`src/rtl/uart_ook_pkg.sv`:
```
// uart_ook_pkg: shared constants, encoder state type and chip pattern helper
package uart_ook_pkg;
    localparam int MODE_RAW = 0;
    localparam int MODE_PWM = 1;
    localparam int MODE_MAN = 2;
    localparam int SYNC_HI_CHIPS = 1;
    localparam int SYNC_LO_CHIPS = 31;
    localparam int CHIPS_PER_BIT = 4;

    typedef logic [1:0] enc_state_t;
    localparam enc_state_t ST_IDLE = 2'd0;
    localparam enc_state_t ST_LOAD = 2'd1;
    localparam enc_state_t ST_SYNC = 2'd2;
    localparam enc_state_t ST_DATA = 2'd3;

    // Level of chip k (0..63) of one repetition: 32 sync chips, then 8 bits MSB-first
    function automatic logic chip_level(input int mode, input logic [7:0] b, input logic [5:0] k);
        logic bit_v;
        logic [1:0] ph;
        bit_v = b[3'd7 - k[4:2]];
        ph = k[1:0];
        if (!k[5])
            return k[4:0] < 5'(SYNC_HI_CHIPS);
        return mode == MODE_MAN ? (bit_v ? !ph[1] : ph[1]) : (bit_v ? ph != 2'd3 : ph == 2'd0);
    endfunction
endpackage

```
`src/rtl/uart_rx_8n1.sv`:
```
// uart_rx_8n1: 8N1 receiver on an already synchronised line, start bit confirmed at mid-bit
module uart_rx_8n1 #(
    parameter int BAUD_DIV = 1250
) (
    input  logic       clk,
    input  logic       rst,
    input  logic       rx,
    output logic [7:0] data,
    output logic       valid,
    output logic       frame_err
);
    localparam int CW = $clog2(BAUD_DIV);
    localparam logic [1:0] R_IDLE = 2'd0;
    localparam logic [1:0] R_START = 2'd1;
    localparam logic [1:0] R_DATA = 2'd2;
    localparam logic [1:0] R_STOP = 2'd3;

    logic [1:0] state;
    logic [CW-1:0] cnt;
    logic [2:0] bit_idx;
    logic rx_prev;
    logic half_end, baud_end;

    assign half_end = cnt == CW'(BAUD_DIV / 2 - 1);
    assign baud_end = cnt == CW'(BAUD_DIV - 1);

    always_ff @(posedge clk or posedge rst) begin
        if (rst) begin
            state <= R_IDLE;
            cnt <= '0;
            bit_idx <= '0;
            rx_prev <= 1'b1;
            data <= '0;
            valid <= 1'b0;
            frame_err <= 1'b0;
        end else begin
            rx_prev <= rx;
            valid <= 1'b0;
            frame_err <= 1'b0;
            cnt <= (state == R_IDLE || (state == R_START ? half_end : baud_end)) ? '0 : cnt + CW'(1);
            if (state == R_IDLE) begin
                state <= (rx_prev && !rx) ? R_START : R_IDLE;
            end else if (state == R_START) begin
                if (half_end)
                    state <= rx ? R_IDLE : R_DATA;
            end else if (baud_end) begin
                if (state == R_DATA) begin
                    data <= {rx, data[7:1]};
                    bit_idx <= bit_idx + 3'd1;
                    if (bit_idx == 3'd7)
                        state <= R_STOP;
                end else begin
                    valid <= rx;
                    frame_err <= !rx;
                    state <= R_IDLE;
                end
            end
        end
    end
endmodule

```
`src/rtl/uart_ook_encoder.sv`:
```
// uart_ook_encoder: UART bytes buffered in a FIFO and keyed out as repeated OOK chip frames
module uart_ook_encoder
    import uart_ook_pkg::*;
#(
    parameter int BAUD_DIV = 1250,
    parameter int CHIP_CLKS = 3600,
    parameter int FIFO_DEPTH = 16,
    parameter int REPEAT = 4,
    parameter int MODE = 1
) (
    input  logic clk,
    input  logic rst,
    input  logic uart_rx,
    output logic rf_tx,
    output logic busy,
    output logic overflow,
    output logic frame_err
);
    localparam int AW = $clog2(FIFO_DEPTH);
    localparam int TW = $clog2(CHIP_CLKS);

    logic sync_1, sync_n, rx_sync;
    logic [7:0] rx_data;
    logic rx_valid;
    logic [7:0] mem [FIFO_DEPTH];
    logic [AW-1:0] rd_ptr, wr_ptr;
    logic [AW:0] count;
    logic full, push, pop;
    enc_state_t state;
    logic [TW-1:0] tmr;
    logic [5:0] chip;
    logic [3:0] rep;
    logic [7:0] cur;
    logic rf_q, chip_end, last_chip, done;

    // Second stage stores the inverted line so raw mode keys straight from a flop
    always_ff @(posedge clk or posedge rst) begin
        if (rst) begin
            sync_1 <= 1'b1;
            sync_n <= 1'b0;
        end else begin
            sync_1 <= uart_rx;
            sync_n <= ~sync_1;
        end
    end

    assign rx_sync = ~sync_n;

    uart_rx_8n1 #(.BAUD_DIV(BAUD_DIV)) u_rx (
        .clk(clk),
        .rst(rst),
        .rx(rx_sync),
        .data(rx_data),
        .valid(rx_valid),
        .frame_err(frame_err)
    );

    assign full = count == (AW+1)'(FIFO_DEPTH);
    assign pop = state == ST_LOAD;
    assign push = rx_valid && (!full || pop);

    always_ff @(posedge clk)
        if (push)
            mem[wr_ptr] <= rx_data;

    always_ff @(posedge clk or posedge rst) begin
        if (rst) begin
            rd_ptr <= '0;
            wr_ptr <= '0;
            count <= '0;
            overflow <= 1'b0;
        end else begin
            overflow <= rx_valid && full && !pop;
            if (push)
                wr_ptr <= wr_ptr + AW'(1);
            if (pop)
                rd_ptr <= rd_ptr + AW'(1);
            count <= count + {{AW{1'b0}}, push} - {{AW{1'b0}}, pop};
        end
    end

    assign chip_end = tmr == TW'(CHIP_CLKS - 1);
    assign last_chip = chip == 6'(SYNC_HI_CHIPS + SYNC_LO_CHIPS + 8 * CHIPS_PER_BIT - 1);
    assign done = last_chip && rep == 4'(REPEAT - 1);

    always_ff @(posedge clk or posedge rst) begin
        if (rst) begin
            state <= ST_IDLE;
            tmr <= '0;
            chip <= '0;
            rep <= '0;
            cur <= '0;
            rf_q <= 1'b0;
        end else if (state == ST_IDLE) begin
            rf_q <= 1'b0;
            if (MODE != MODE_RAW && count != '0)
                state <= ST_LOAD;
        end else if (state == ST_LOAD) begin
            cur <= mem[rd_ptr];
            tmr <= '0;
            chip <= '0;
            rep <= '0;
            rf_q <= chip_level(MODE, mem[rd_ptr], 6'd0);
            state <= ST_SYNC;
        end else begin
            tmr <= chip_end ? '0 : tmr + TW'(1);
            if (chip_end) begin
                chip <= chip + 6'd1;
                rf_q <= done ? 1'b0 : chip_level(MODE, cur, chip + 6'd1);
                if (last_chip) begin
                    rep <= rep + 4'd1;
                    state <= done ? ST_IDLE : ST_SYNC;
                end else if (chip == 6'(SYNC_HI_CHIPS + SYNC_LO_CHIPS - 1)) begin
                    state <= ST_DATA;
                end
            end
        end
    end

    assign rf_tx = MODE == MODE_RAW ? sync_n : rf_q;
    assign busy = MODE != MODE_RAW && (count != '0 || state != ST_IDLE);
endmodule
```
`config.mk`:
```
export PLATFORM = sky130hd
export DESIGN_NAME = uart_ook_encoder
export DESIGN_NICKNAME = d
export VERILOG_FILES = /design/src/rtl/uart_ook_pkg.sv /design/src/rtl/uart_rx_8n1.sv /design/src/rtl/uart_ook_encoder.sv
export SDC_FILE = /design/constraint.sdc
export NUM_CORES = 1
export LEC_CHECK = 0
export ABC_CLOCK_PERIOD_IN_PS = 7200
export BUFFER_PORTS_ARGS = -buffer_cell sky130_fd_sc_hd__buf_4
export CAP_MARGIN = 10
export CORE_ASPECT_RATIO = 0.8
export CORE_UTILIZATION = 60
export DETAILED_ROUTE_END_ITERATION = 12
export GPL_ROUTABILITY_DRIVEN = 0
export HOLD_SLACK_MARGIN = 0.15
export PLACE_DENSITY = 0.8
export SETUP_SLACK_MARGIN = 0.2
export SYNTH_ARGS = -nofsm -noshare
export SYNTH_HDL_FRONTEND = slang
export SYNTH_SLANG_ARGS = --single-unit
```
`constraint.sdc`:
```
create_clock -name clk -period 7.2 [get_ports clk]
set_input_delay 1.8 -clock clk [delete_from_list [all_inputs] [get_ports clk]]
set_output_delay 1.8 -clock clk [all_outputs]
set_load 0.01 [all_outputs]
```
; ---- Word level (Yosys, flattened, before mapping)
; Memory sizes are Yosys's and may differ from the RTL's. A register that Yosys moved wholly into a read port is not among the register bits.
; Index checks and enable logic that the tools add are counted.
[op_classes]
reduce_logical = 26
order_cmp = 2
muxes = 47
n_eq_ne = 15
bitwise_logic = 5
n_mul = 0
n_addsub = 10
n_div = 0
shifts = 0
[op_table]
columns = operator, n
row1 = $mux 2, 14
row2 = $mux 1, 24
row3 = $mux 12, 2
row4 = $add 12x1->12 const B, 1
row5 = $add 4x1->4 const B, 3
row6 = $eq 12x12->1 const B, 1
row7 = $mux 4, 3
row8 = $mux 6, 2
row9 = $add 11x1->11 const B, 1
row10 = $eq 11x10->1 const B, 1
row11 = $eq 11x11->1 const B, 1
row12 = $mux 11, 1
row13 = $reduce_and 3->1, 3
row14 = $add 6x1->6 const B, 1
row15 = $eq 6x5->1 const B, 1
row16 = $eq 6x6->1 const B, 1
row17 = $logic_not 2->1, 3
row18 = $reduce_bool 2->1, 3
row19 = $reduce_bool 3->1, 2
row20 = $add 5x1->5, 1
row21 = $eq 5x5->1 const B, 1
row22 = $logic_and 1x1->1, 5
row23 = $lt 5x1->1 const B, 1
row24 = $not 1->1, 5
row25 = 19 further kinds, 24
[word_totals]
latch_bits = 0
out_inout_bits = 4
regBits = 68
rom_bits = 0
n_memories = 1
inputBits = 3
word_cells = 124
ramBits = 128
[memory_table]
columns = memory, words, word_bits, rd, rd_ports_with_merged_regs, write_ports, line
row1 = mem, 16, 8, 1, 1, 1, uart_ook_encoder.sv:25  ; logic [7:0] mem [FIFO_DEPTH];

; ---- Logic depth before layout (Yosys ltp)
; Gate-level depths: netlist of the first run.
[logic_depth]
ltp_word = 10
mapped_depth = 17
depth_no_buf = 15

; ---- Cells and area by module
; Synthesis of the first run repeated with hierarchy kept, for this count alone.
[unflattened]
cells_unflattened = 578
hier_area_um2 = 8832.2
[modules_own_cells]
columns = mod, instances, area_per_inst_um2, seq_area_each_um2, cells_each
row1 = uart_ook_encoder, 1, 7598.5, 5071.1, 477
row2 = uart_rx_8n1, 1, 1233.7, 676.9, 101

; ---- Least setup slack after synthesis of the first run
; No wires, ideal clock.
[synth_timing]
kind = register -> register
startpoint = register state[1]
endpoint = register count[4]
path_stages_with_launch = 18
path_buffers = 3
period_less_slack_ps = 2754
slack_ps = 4446
setup_ps = 125
required_time_ps = 7075
arrival_ps = 2629
cell_sequence = dfrtp_1 -> clkbuf_1 -> nand2b_1 -> buf_2 -> nand4_1 -> and2_1 -> buf_2 -> inv_1 -> ha_1 -> inv_1 -> ha_1 -> inv_1 -> fa_1 -> inv_1 -> a21oi_1 -> nor2_1 -> nor2_1 -> xnor2_1
[synth_between]
elab_chain_len = 5
[synth_rtl]
columns = element, line
row1 = "start, declared", uart_ook_encoder.sv:29  ; enc_state_t state;
row2 = "start signal, assigned", uart_ook_encoder.sv:112  ; state <= done ? ST_IDLE : ST_SYNC;
row3 = $eq 2x1->1 *, uart_ook_encoder.sv:59  ; assign pop = state == ST_LOAD;
row4 = $logic_or 1x1->1, uart_ook_encoder.sv:60  ; assign push = rx_valid && (!full || pop);
row5 = $logic_and 1x1->1, uart_ook_encoder.sv:60
row6 = $add 5x1->5, uart_ook_encoder.sv:78  ; count <= count + {{AW{1'b0}}, push} - {{AW{1'b0}}, pop};
row7 = $sub 5x1->5 *, uart_ook_encoder.sv:78
row8 = "end signal, assigned", uart_ook_encoder.sv:78
row9 = "end, declared", uart_ook_encoder.sv:27  ; logic [AW:0] count;
; Mark *: on every way between the ends. The rest lies on a longest branch, timed or not.
; A chain may end at the register's enable or synchronous reset.

; ---- Final worst setup path of the first run
[layout_timing]
startpoint = register state[1]
endpoint = output port busy
[layout_between]
elab_chain_len = 2
[layout_rtl]
columns = element, line
row1 = $reduce_bool 2->1, uart_ook_encoder.sv:121  ; assign busy = MODE != MODE_RAW && (count != '0 || state != ST_IDLE);
row2 = $logic_or 1x1->1, uart_ook_encoder.sv:121
row3 = "end, declared", uart_ook_encoder.sv:15  ; output logic busy,
; No other way between the ends.

==> results of run 1 <==
==> area by class of cell <==
type / instances / area, um^2
multi-input cells: 323 / 2760
fillers: 968 / 4640
flip-flops and latches: 204 / 5750
well taps: 184 / 230
inverters: 30 / 113
repair buffers: 14 / 105
clock buffers: 27 / 558
clock inverters: 9 / 91.3
==> cell usage after synthesis (all sizes together), types with 12 or more instances <==
master  instances
nand2          34
and2           12
nor2           40
inv            30
xnor2          19
mux4           34
dfrtp          74
nor3           13
edfxtp        128
clkbuf         16
nand3          12
o21ai          30
ha             19
buf            12
mux2           18
==> layer usage <==
metal,GRT usage [%],up-vias,part of all wire (%)
li1,-,2195,-
met1,33.7,2476,43
met2,37.6,174,48
met3,3.93,24,7.0
met4,4.95,0,1.6
met5,0,-,0
==> power breakdown <==
| part | switching, mW | total (mW) | internal (mW) |
|---|---|---|---|
| sequential | 0.0205 | 1.27 | 1.25 |
| clock | 0.409 | 1.02 | 0.615 |
| combinational | 0.0449 | 0.0709 | 0.0260 |
==> per-stage QoR <==
step	power, mW	instances	cell area (um^2)
detailed placement	1.36	755	8960
CTS	2.38	791	9610
finish	2.37	791	9610
global placement	1.36	755	8960
floorplan	1.34	585	8740
global route	2.45	791	9610
==> flip-flops by register name, summed over array words and instances, names as in the netlist, 2 cells and up <==
name and flops:
rd_ptr 4, cur 8, u_rx.cnt 11, wr_ptr 4
u_rx.state 2, rep 4, mem 128, state 2
u_rx.data 8, u_rx.bit_idx 3, chip 6, count 5
tmr 12
==> cells in the final DEF, fill, tap and decap left out, drive strengths merged, types with 13 or more instances in the layout <==
cell type  count
buf           14
clkbuf        27
dfrtp         74
edfxtp       128
ha            19
inv           31
mux2          18
mux4          34
nand2         34
nor2          40
nor3          13
o21ai         30
xnor2         19
==> kinds of logic (layout without fill, tap and decap cells) <==
family / count (synthesis) / count (layout) / share of synthesized area [%]
AO/OA/AOI/OAI: 69 / 69 / 5.22
XOR/XNOR: 28 / 28 / 2.80
adder cells (fa/ha/maj): 20 / 20 / 2.95
buffers and inverters: 58 / 80 / 2.68
flip-flops: 204 / 204 / 65.7
multiplexers: 61 / 61 / 12.1
AND/OR/NAND/NOR: 145 / 145 / 8.50
==> how the worst max path moves through the flow <==
stage                           to  slack (ns)  cells after the start
4_1_cts                       busy        3.26                      3
5_1_grt                       busy        3.08                      3
3_3_place_gp                  busy        3.89                      3
2_1_floorplan  chip[0]$_DFFE_PP0P_        3.46                      1
3_5_place_dp                  busy        3.77                      3
6_report                      busy        3.25                      3
==> summary.md, run 1 <==
The startpoint of the lowest-slack register-to-register path was state[1]$_DFFE_PP0P_. The die covers 15100 um^2. The core region is 14200 um^2. Of the synthesized area, sequential elements account for 65.7%. The clock latency at the later pin of the worst-skew pair was 0.48 ns. The logs give 20 for the total clock buffers created by CTS and 0 for the count of synthesis-stage warnings from yosys. The number of antenna violations at the first check in global routing was 0. The floorplan step set the die width to 137 um.

The tree is rooted in a sky130_fd_sc_hd__clkbuf_16. The tools report the first-pass GRT wire length as 25800 um. After legalization and detailed placement, the total HPWL measured 10600 um.

Counting along the longest clock path gives a buffer depth of 3. The number of cells traversed by the worst hold path was 1. Across all setup checks in the final design, the least slack found is 3.25 ns. The beginning of the worst hold path is sync_1$_DFF_PP1_. The final count of hold timing violations was 0; the post-layout net count was 616. The relative max-transition margin was 33.6%. In the final timing run, aggregate negative setup slack is 0 ns. The number of port buffers came out at 6.

For this design the static power due to leakage is 3.20 nW. In this run the cell area of the synthesized design comes to 8740 um^2. Dividing the detail-routed via count by the number of cells gives 6.16. The number of design rule violations left after detail routing was 0; the clock transition at the register clock pins on the worst setup and hold paths after CTS was 0.06 ns. Across the VDD grid, the largest voltage drop is 243 uV.

Based on the critical path, the design can be clocked at up to 253 MHz. The boundary pin count came out at 7. By area the synthesized netlist is led by sky130_fd_sc_hd__edfxtp_1 44%, sky130_fd_sc_hd__dfrtp_1 21%, sky130_fd_sc_hd__mux4_2 8.8%, sky130_fd_sc_hd__ha_1 2.7%, sky130_fd_sc_hd__mux2_2 2.3%. The number of different library cells in the post-synthesis netlist was 53. The worst reg-to-reg setup slack came out at 3.81 ns. Once layout is complete, the utilization of the core stands at 67.4%. The flow ran to the end, and the final reports show no timing, DRC or antenna violations.

Tracing the worst setup path back leads to its startpoint at state[1]$_DFFE_PP0P_. The share of post-route cells with drive strength above 1 is 17.5%. The worst hold path belongs to the class flop to flop. Entering global routing, the biggest net connects 77 pins.

The count of instances resized after the clock tree is built is 0, and the final critical-path share of the clock period is 54.9%. Clock tree synthesis found a total of 204 sinks. For this block, the initial DRC count from the detailed router was 480. The run gives 0.423 ns as the worst hold-check slack. For the required time of the critical path, the log shows 5.40 ns. The final max-slew violation count came out at 0.

The logs give 4797 for the number of global-route vias before repair and 3.77 ns for the worst setup slack before clock tree synthesis. Summed over all instances, the cell type with the most area after synthesis is sky130_fd_sc_hd__edfxtp_1. The slowest stage of the critical path belongs to the cell sky130_fd_sc_hd__nor2_1. The tools report the final setup skew as 0.00588 ns.

Setup repair after global routing left no endpoint under its margin. Dividing the synthesized area by the synthesized cell count gives 14.9 um^2. The startpoint type of the worst setup path was a flop. The logs give 1 for the number of H-tree branching levels and 0 for the number of setup buffers added after CTS. The flip-flop and latch count after synthesis works out to 204. The endpoint identified for the worst register-to-register timing path is count[4]$_DFF_PP0_. Summed over its instances, the top area cell type makes up 44.0% of the synthesized netlist area. Before antenna repair, the detailed router went through 6 iterations. The overall track demand over capacity in global routing came out at 23.2%. The tools report the number of hold-repair buffers added at the cts stage as 0.

Of all flip-flops after synthesis, the portion carrying an async set or reset was 37.3%. TritonCTS built the clock tree. The data arrival time of the critical path is 2.15 ns, and the count of buffering cells on the critical path with inverters included is 1. Class of the most critical setup path: flop to output pin. The time the worst path needs with I/O delays and setup came out at 3.95 ns. The run gives 0 as the number of antenna-violating nets in the routed design. The cell class contributing the biggest share of worst-path delay is simple AND/OR/NAND/NOR gates.

Capture endpoint of the worst hold path: sync_n$_DFF_PP0_. The number of cells on the worst reg-to-reg path is 14. The worst setup path is captured at an output pin. For the count of mapped cells out of synthesis, the log shows 585.

Total via count in the routed design: 4869. The vertical die dimension is 110 um. The most used flip-flop cell after synthesis is sky130_fd_sc_hd__edfxtp_1.

Setup violations remaining at the end of the flow were counted as 0. The layout overhead on the synthesized area is 9.89%, and the areal power density over the cells is 246 nW/um^2. Dividing the detail-routed wire length by the instance count gives 20.7 um. The peak per-stage delay on the critical path is 0.69 ns. The logs give 0 for the antenna cell count and 0 for the overflow left after global routing.

Traced cell by cell, the critical path runs through nor2_1, nand4b_1, buf_4. At the pin with the least slew margin, the transition time is 0.996 ns. Row generation in the floorplan step produced 39 rows. The number of enable flip-flop cells after synthesis works out to 128. The initial core utilization was 61.4%.

In this run the worst path has a maximum fanout of 14. Across the run, the number of max-cap violations was 0. Counting every net in the synthesized netlist gives 608. The run gives 16400 um as the total length of routed wires.
Note: power is estimated with default switching activity, not from simulation.
==> run 2: changes to the inputs <==
- ABC_AREA: default -> 1
- ABC_CLOCK_PERIOD_IN_PS: 7200 -> 4000
- clock period: 7.2 -> 4 ns (I/O delays scaled with it)
==> run 2 against run 1 <==
  * Highest routed layer unchanged
  * Largest power group unchanged
  * Sequential share of layout area fell by 0.75 points
  * Total power rose by 82%
  * Largest cell class unchanged
  * Synthesized area rose by 2.5%
  * Clock skew rose by 0.0048 ns
==> summary.md, run 2 <==
The data arrival time of the critical path is 1.81 ns (-0.34 ns), and the final critical-path share of the clock period is 70.2%. The site row count was 39 (unchanged). The initial core utilization was 62.1% (+0.70 points); the number of sinks on the clock net was 204 (unchanged). The overflow left after global routing is 0 (unchanged), and the worst hold-check slack is 0.430 ns (+0.00620 ns).

The logs give 53.4% (-0.3 points) for the share of total power in sequential cells and 3.00 ns (-2.40 ns) for the required time of the critical path. Counting instances in the post-synthesis netlist gives the leading cell types as 154 x sky130_fd_sc_hd__nand2_1, 128 x sky130_fd_sc_hd__edfxtp_1, 115 x sky130_fd_sc_hd__nor2_1, 74 x sky130_fd_sc_hd__dfrtp_1, 63 x sky130_fd_sc_hd__inv_1. Walking the worst path, the cells encountered are nor2_1, inv_1, nor2_1, nand2_1, buf_4. Setup repair after global routing left no endpoint under its margin. The vias per cell is 5.99 (-2.6%). The vertical die dimension was 111 um (+1.2%); the fraction of synthesis flops using an asynchronous set or reset pin was 37.3% (unchanged). sky130_fd_sc_hd__nand2_1 is the most common cell in the netlist. Total length of routed wires: 19100 um (+16%). The maximum root-to-sink buffer count was 3 (unchanged).

For the number of detailed-routing iterations run before antenna repair, the log shows 5 (-1). The placed wire-length estimate after detailed placement came out at 12000 um (+13%). The final max-slew violation count is 0 (unchanged). The total via count in the routed design came out at 6144 (+26%). The post-layout net count was 850 (+38%). The total clock buffers created by CTS was 20 (unchanged). Class of the most critical setup path: flop to output pin. The run gives 0 (unchanged) as the final-report setup violation count. The leading cell type in the layout, fill and taps excluded was sky130_fd_sc_hd__nand2_1.

The tools report the reported leakage power as 3.74 nW (+17%). TritonCTS built the clock tree. Internal power contribution: 3.40 mW (+80%).

The switching part of the total power works out to 21.2% (+1.1 points). The combinational power share is 4.0% (+1.0 points), and the highest net fanout along the worst path is 11 (-3). The portion of the post-synthesis area used by sequential elements is 64.1% (-1.6 points). The count of instances resized after the clock tree is built was 0 (unchanged); the first-pass GRT wire length was 31600 um (+23%). Time the worst path needs with I/O delays and setup: 2.81 ns. For the setup total negative slack, the log shows 0 ns (unchanged). In the layout the commonest cells are 154 x sky130_fd_sc_hd__nand2_1, 128 x sky130_fd_sc_hd__edfxtp_1, 115 x sky130_fd_sc_hd__nor2_1. The tools report the number of max-capacitance violations reported as 0 (unchanged). Number of setup buffers added after CTS: 0 (unchanged). The share of total power in the clock network is 42.5% (-0.8 points). For the count of mapped cells out of synthesis, the log shows 825 (+41%).

The number of different library cells in the post-synthesis netlist is 45 (-15%), and the slew at the pin closest to its max-slew limit is 1.10 ns (+0.108 ns). Timing would allow up to 356 MHz. The peak per-stage delay on the critical path is 0.46 ns (-0.23 ns). STA classifies the critical path startpoint as a flop. The share of the synthesized area in the top cell type was 42.9% (-1.1 points). The flip-flop count of the largest register, all copies and words added is 128 (unchanged), and the number of antenna violations at the first check in global routing is 0 (unchanged).

The logs give 67 (-13%) for the largest net degree at the start of global routing and 6160 (+28%) for the number of global-route vias before repair. The number of antenna-violating nets in the routed design came out at 0 (unchanged). The logs give 26.2% (+3.0 points) for the overall track demand over capacity in global routing and 1 (unchanged) for the number of H-tree branching levels.

The critical path endpoint category was an output pin. The slowest stage of the critical path belongs to the cell sky130_fd_sc_hd__dfrtp_1. The synthesized cell area is 8960 um^2 (+2.5%). The biggest area contributor in the post-synthesis netlist is sky130_fd_sc_hd__edfxtp_1. The number of port buffers is 6 (unchanged). The cell that appears most often on the critical path is sky130_fd_sc_hd__nor2_1.

Worst-case vdd ir drop: 353 uV (+45%). The per-instance average area after synthesis works out to 10.9 um^2 (-27%). The logs give 0 (unchanged) for the final count of hold timing violations and 0.0107 ns (+0.00479 ns) for the final setup skew. Number of design rule violations left after detail routing: 0 (unchanged). Share of post-route cells with drive strength above 1: 8.80% (-8.7 points). Routed wirelength normalized by instance count: 18.6 um (-10%). The clock transition at the register clock pins on the worst setup and hold paths after CTS was 0.06 ns (about the same).

The flow ran to the end, and the final reports show no timing, DRC or antenna violations. Die boundary width: 139 um (+1.2%). Relative max-transition margin: 26.4% (-7.2 points).

The tools report the net switching component of the power as 0.912 mW (+92%). More flip-flops sit in one register than any other, and that register is mem. The flip-flop and latch count after synthesis works out to 204 (unchanged). The min-delay analysis places its worst path in the category flop to flop. The clock latency at the later pin of the worst-skew pair was 0.49 ns (about the same); the number of hold-repair buffers added at the cts stage was 0 (unchanged). The overall die area was 15400 um^2 (+2.5%); the power after layout was 4.31 mW (+82%). The count of synthesis-stage warnings from yosys was 0 (unchanged); the areal power density over the cells was 443 nW/um^2 (+80%).

The net count after synthesis was 848 (+39%). The area of the core region is 14400 um^2 (+1.4%). For this run, the leading register cell type out of synthesis is sky130_fd_sc_hd__edfxtp_1.

The number of enable flip-flop cells after synthesis was 128 (unchanged). Relative to the synthesized area, the layout overhead comes to 8.54%. The number of DRC markers after the initial detailed-route iteration came out at 833 (+74%).

The antenna cell count is 0 (unchanged). After synthesis, the cell types taking the most area are sky130_fd_sc_hd__edfxtp_1 43%, sky130_fd_sc_hd__dfrtp_1 21%, sky130_fd_sc_hd__nand2_1 6.4%, sky130_fd_sc_hd__nor2_1 4.8%, sky130_fd_sc_hd__o21ai_0 3.4%. The largest registers in the layout are mem: 128 flops, tmr: 12 flops, u_rx.cnt: 11 flops. CTS placed an instance of sky130_fd_sc_hd__clkbuf_16 at the clock tree root.

The boundary pin count is 7 (unchanged).
-- run 2: cell type report --
class                      count  area [um^2]
clock buffer                  33          634
fill                        1010         4710
timing repair buffer           9         67.6
sequential                   204         5750
clock inverter                 3         15.0
tap                          184          230
inverter                      70          263
multi-input combinational    522         2770
-- run 2: power by group through the flow --
stage / Clock (mW) / Combinational [mW] / Sequential (mW)
2_1_floorplan: 0 / 0.132 / 2.34
3_3_place_gp: 0 / 0.160 / 2.34
3_5_place_dp: 0 / 0.172 / 2.35
4_1_cts: 1.86 / 0.174 / 2.30
5_1_grt: 1.94 / 0.204 / 2.31
6_report: 1.83 / 0.174 / 2.30
-- run 2: path summary, 6_finish.rpt --
kind                                           start                    end  slack (ns)  depth (start not counted)
worst max-delay path            state[1]$_DFFE_PP0P_                   busy        1.19                          5
worst min-delay path                sync_1$_DFF_PP1_       sync_n$_DFF_PP0_        0.43                          1
worst max register to register  state[1]$_DFFE_PP0P_     count[4]$_DFF_PP0_        1.31                         11
worst min register to register      sync_1$_DFF_PP1_       sync_n$_DFF_PP0_        0.43                          1
max in group asynchronous                        rst  rd_ptr[0]$_DFFE_PP0P_        2.39                          3
min in group asynchronous                        rst  u_rx.cnt[6]$_DFF_PP0_        0.56                          2
-- run 2: layer usage --
metal  up-vias  wire (um)  GRT usage, %
met5         -          0             0
met4         0        371          7.04
met3        33       1830          6.65
met2       292       9040          41.9
met1      2988       7830          36.3
li1       2831          -             -
-- run 2: per-stage QoR --
stage | worst slack, ns | instance area, um^2 | std cells | util [%]
after floorplan | 1.06 | 8960 | 825 | -
after global placement | 1.46 | 9080 | 989 | 62.9
after detailed placement | 1.32 | 9080 | 989 | 62.9
after CTS | 1.18 | 9730 | 1025 | 67.4
after global routing | 1.07 | 9730 | 1025 | 67.4
final | 1.19 | 9730 | 1025 | 67.4
-- run 2: cells by family after synthesis --
group	synth area share (%)
xor gates and xnor gates	2.14
DFF	64.1
buffers and inverters	4.97
and+or+nand+nor	16.0
AOI/OAI and AO/OA	9.90
adders and majority gates	2.88
-- run 2: critical path, delay by kind of cell (launching register included) --
kind,cells,cell delay (ns)
AND/OR/NAND/NOR,3,0.47
flip-flops,1,0.46
buffers and inverters,2,0.40
==> run 3: changes to the inputs <==
- ABC_AREA: 1 -> 0
- ABC_CLOCK_PERIOD_IN_PS: 4000 -> 2700
- clock period: 4 -> 2.7 ns (I/O delays scaled with it)
==> run 3 against run 2 <==
  * Sequential power is 47% higher
  * Design area rose by 0.19%
  * Global-route usage shrank 2.0 points
  * Critical path type is now flop to flop
  * Critical endpoint is now count[4]$_DFF_PP0_
  * Largest cell class unchanged
==> summary.md, run 3 (same netlist as run 1, synthesis figures left out) <==
The run finished with clean final reports. For the total via count in the routed design, the log shows 5047 (-18%). The number of antenna violations at the first check in global routing is 0 (unchanged), and the post-layout net count is 632 (-26%). Endpoint of the lowest-slack register-to-register path: count[4]$_DFF_PP0_.

Leading cell type in the layout, fill and taps excluded: sky130_fd_sc_hd__edfxtp_1. For the worst setup slack before clock tree synthesis, the log shows 0.186 ns (-1.14 ns). The tools report the site row count as 39 (unchanged).

In the layout the commonest cells are 128 x sky130_fd_sc_hd__edfxtp_1, 73 x sky130_fd_sc_hd__dfrtp_1, 37 x sky130_fd_sc_hd__nor2_1. The cell sitting at the root of the clock tree is a sky130_fd_sc_hd__clkbuf_16. The slew at the pin closest to its max-slew limit is 0.745 ns (-0.359 ns). The share of post-route cells with drive strength above 1 is 20.1% (+11 points), and the number of global-route vias before repair is 4890 (-21%).

The number of cells traversed by the worst hold path is 1 (unchanged). The logs give 43 (-36%) for the largest net degree at the start of global routing and 0.274 ns (-0.917 ns) for the setup slack of the critical path after layout. The number of cells traversed by the worst register-to-register path works out to 15 (+4). Final-report setup violation count: 0 (unchanged).

The logs give 0 (unchanged) for the antenna cell count and 24.2% (-2.0 points) for the overall track demand over capacity in global routing. The total clock buffers created by CTS was 20 (unchanged). The first-pass GRT wire length was 27000 um (-15%).

The post-layout instance count excluding filler cells is 807 (-21%). The run gives 0 (unchanged) as the number of design rule violations left after detail routing. The run gives 768 (-22%) as the cell total after placement. The capture endpoint of the worst hold path is sync_1$_DFF_PP1_. The worst hold-check slack was 0.274 ns (-0.155 ns); the areal power density over the cells was 636 nW/um^2 (+44%).

The logs give 61.4% (-0.70 points) for the initial core utilization and 711 uV (+100%) for the worst-case vdd ir drop. For the required time of the critical path, the log shows 3.07 ns (+0.07 ns). The data arrival time of the critical path is 2.80 ns (+0.99 ns). The beginning of the worst hold path is uart_rx.

The number of H-tree branching levels was 1 (unchanged); the flip-flop count of the largest register, all copies and words added was 128 (unchanged). The reported leakage power came out at 3.26 nW (-13%). The class of the most critical setup path was flop to flop. The final critical path takes up 89.8% of the cycle. The number of antenna-violating nets in the routed design is 0 (unchanged), and the fill cell instance count of the final layout is 923 (-8.6%). The number of hold-repair buffers added at the cts stage is 0 (unchanged). The run gives 0.27 ns (-1.04 ns) as the worst reg-to-reg setup slack. The routed wirelength normalized by instance count was 21.6 um (+16%); the boundary pin count was 7 (unchanged).

The number of detailed-routing iterations run before antenna repair came out at 6 (+1). Time the worst path needs with I/O delays and setup: 2.43 ns. Setup repair after global routing left no endpoint under its margin. The highest net fanout along the worst path was 2 (-9); the overflow left after global routing was 0 (unchanged). The tools report the sequential cell area as 5750 um^2 (unchanged). The path class of the tightest hold or removal check is input pin to flop.

The tools report the setup total negative slack as 0 ns (unchanged). The vertical die dimension was 110 um (-1.2%). The clock transition at the register clock pins on the worst setup and hold paths after CTS works out to 0.06 ns (about the same). The tools report the final max-slew violation count as 0 (unchanged).

The logs give 0.51 ns (+0.02 ns) for the clock latency at the later pin of the worst-skew pair and 50.2% (+24 points) for the relative max-transition margin. The vias per cell was 6.25 (+4.3%); the area of the core region was 14200 um^2 (-1.4%). The register name with the most flops was mem. The number of sinks on the clock net came out at 204 (unchanged).

Timing would allow up to 412 MHz. The maximum root-to-sink buffer count was 3 (unchanged). The number of max-capacitance violations reported was 0 (unchanged); the number of port buffers was 6 (unchanged). TritonCTS built the clock tree.

The largest registers in the layout are mem: 128 flops, tmr: 12 flops, u_rx.cnt: 11 flops. The total length of routed wires came out at 17400 um (-8.7%). STA classifies the critical path endpoint as a flop. The final count of hold timing violations was 0 (unchanged). The die boundary width was 137 um (-1.2%). The overall die area came out at 15100 um^2 (-2.4%).

The number of DRC markers after the initial detailed-route iteration was 569 (-32%). The worst register-to-register path begins at count[2]$_DFF_PP0_. The tools report the placed wire-length estimate after detailed placement as 10900 um (-9.1%).

Compared with the post-synthesis result, the final layout area differs by 11.5%. The startpoint type of the worst setup path was a flop. The final setup skew came out at 0.0221 ns (+0.0114 ns). For the area of the multi-input gates, the log shows 2770 um^2 (+0.14%).
-- run 3: cell types whose count changed in the layout (fill, tap and decap cells not counted), moves of 22 or more --
cell	before	now
sky130_fd_sc_hd__o21ai_1	22	0
sky130_fd_sc_hd__nand2_1	154	34
sky130_fd_sc_hd__o21ai_0	61	30
sky130_fd_sc_hd__inv_1	62	28
sky130_fd_sc_hd__mux4_2	0	34
sky130_fd_sc_hd__nor2_1	115	37
-- run 3: worst max-delay path, cell delays in order, from the launching register on --
cell,delay [ns]
sky130_fd_sc_hd__dfrtp_1,0.39
sky130_fd_sc_hd__inv_1,0.09
sky130_fd_sc_hd__ha_2,0.18
sky130_fd_sc_hd__nand4_1,0.13
sky130_fd_sc_hd__and2_4,0.18
sky130_fd_sc_hd__inv_2,0.05
sky130_fd_sc_hd__ha_1,0.22
sky130_fd_sc_hd__inv_1,0.06
sky130_fd_sc_hd__ha_2,0.19
sky130_fd_sc_hd__inv_1,0.07
sky130_fd_sc_hd__fa_2,0.36
sky130_fd_sc_hd__inv_1,0.06
sky130_fd_sc_hd__a21oi_1,0.06
sky130_fd_sc_hd__nor2_1,0.08
sky130_fd_sc_hd__nor2_1,0.05
sky130_fd_sc_hd__xnor2_1,0.11
-- run 3: worst max path at each step --
stage | startpoint | end | slack, ns | cells after the start
after CTS | count[3]$_DFF_PP0_ | count[4]$_DFF_PP0_ | 0.23 | 15
after global placement | count[3]$_DFF_PP0_ | count[4]$_DFF_PP0_ | 0.29 | 15
after global routing | count[2]$_DFF_PP0_ | count[4]$_DFF_PP0_ | 0.16 | 15
final | count[2]$_DFF_PP0_ | count[4]$_DFF_PP0_ | 0.27 | 15
after detailed placement | count[3]$_DFF_PP0_ | count[4]$_DFF_PP0_ | 0.19 | 15
after floorplan | state[1]$_DFFE_PP0P_ | count[4]$_DFF_PP0_ | 0.12 | 17
-- run 3: routing by layer --
metal | up-vias | part of all wire [%] | routed length (um) | track usage [%]
li1 | 2244 | - | - | -
met1 | 2561 | 43 | 7490 | 35.9
met2 | 215 | 48 | 8400 | 37.2
met3 | 27 | 7.3 | 1270 | 4.80
met4 | 0 | 1.5 | 257 | 6.04
met5 | - | 0 | 0 | 0
-- run 3: area by class of cell --
cell class	count	area share [%]
Clock buffer	26	5.37
Timing Repair Buffer	30	2.70
Multi-Input combinational cell	323	28.5
Tap cell	184	2.36
Clock inverter	10	0.950
Sequential cell	204	59.0
Inverter	30	1.19
-- run 3: report_power, final --
| group | internal [mW] | switching [mW] | total (mW) |
|---|---|---|---|
| Combinational | 0.0715 | 0.127 | 0.198 |
| Sequential | 3.33 | 0.0583 | 3.39 |
| Clock | 1.47 | 1.14 | 2.61 |
-- run 3: per-stage QoR --
stage          power, mW  utilization, %  instance area, um^2
2_1_floorplan       3.58               -                 8750
3_3_place_gp        3.63            63.8                 9100
3_5_place_dp        3.65            63.8                 9100
4_1_cts             6.24            68.2                 9720
5_1_grt             6.42            68.4                 9750
6_report            6.20            68.4                 9750
-- run 3: timing repair --
action,CTS,global route
buffers inserted,1,2
setup endpoints to repair,1,1
resized for setup,0,5
pin swaps,0,2
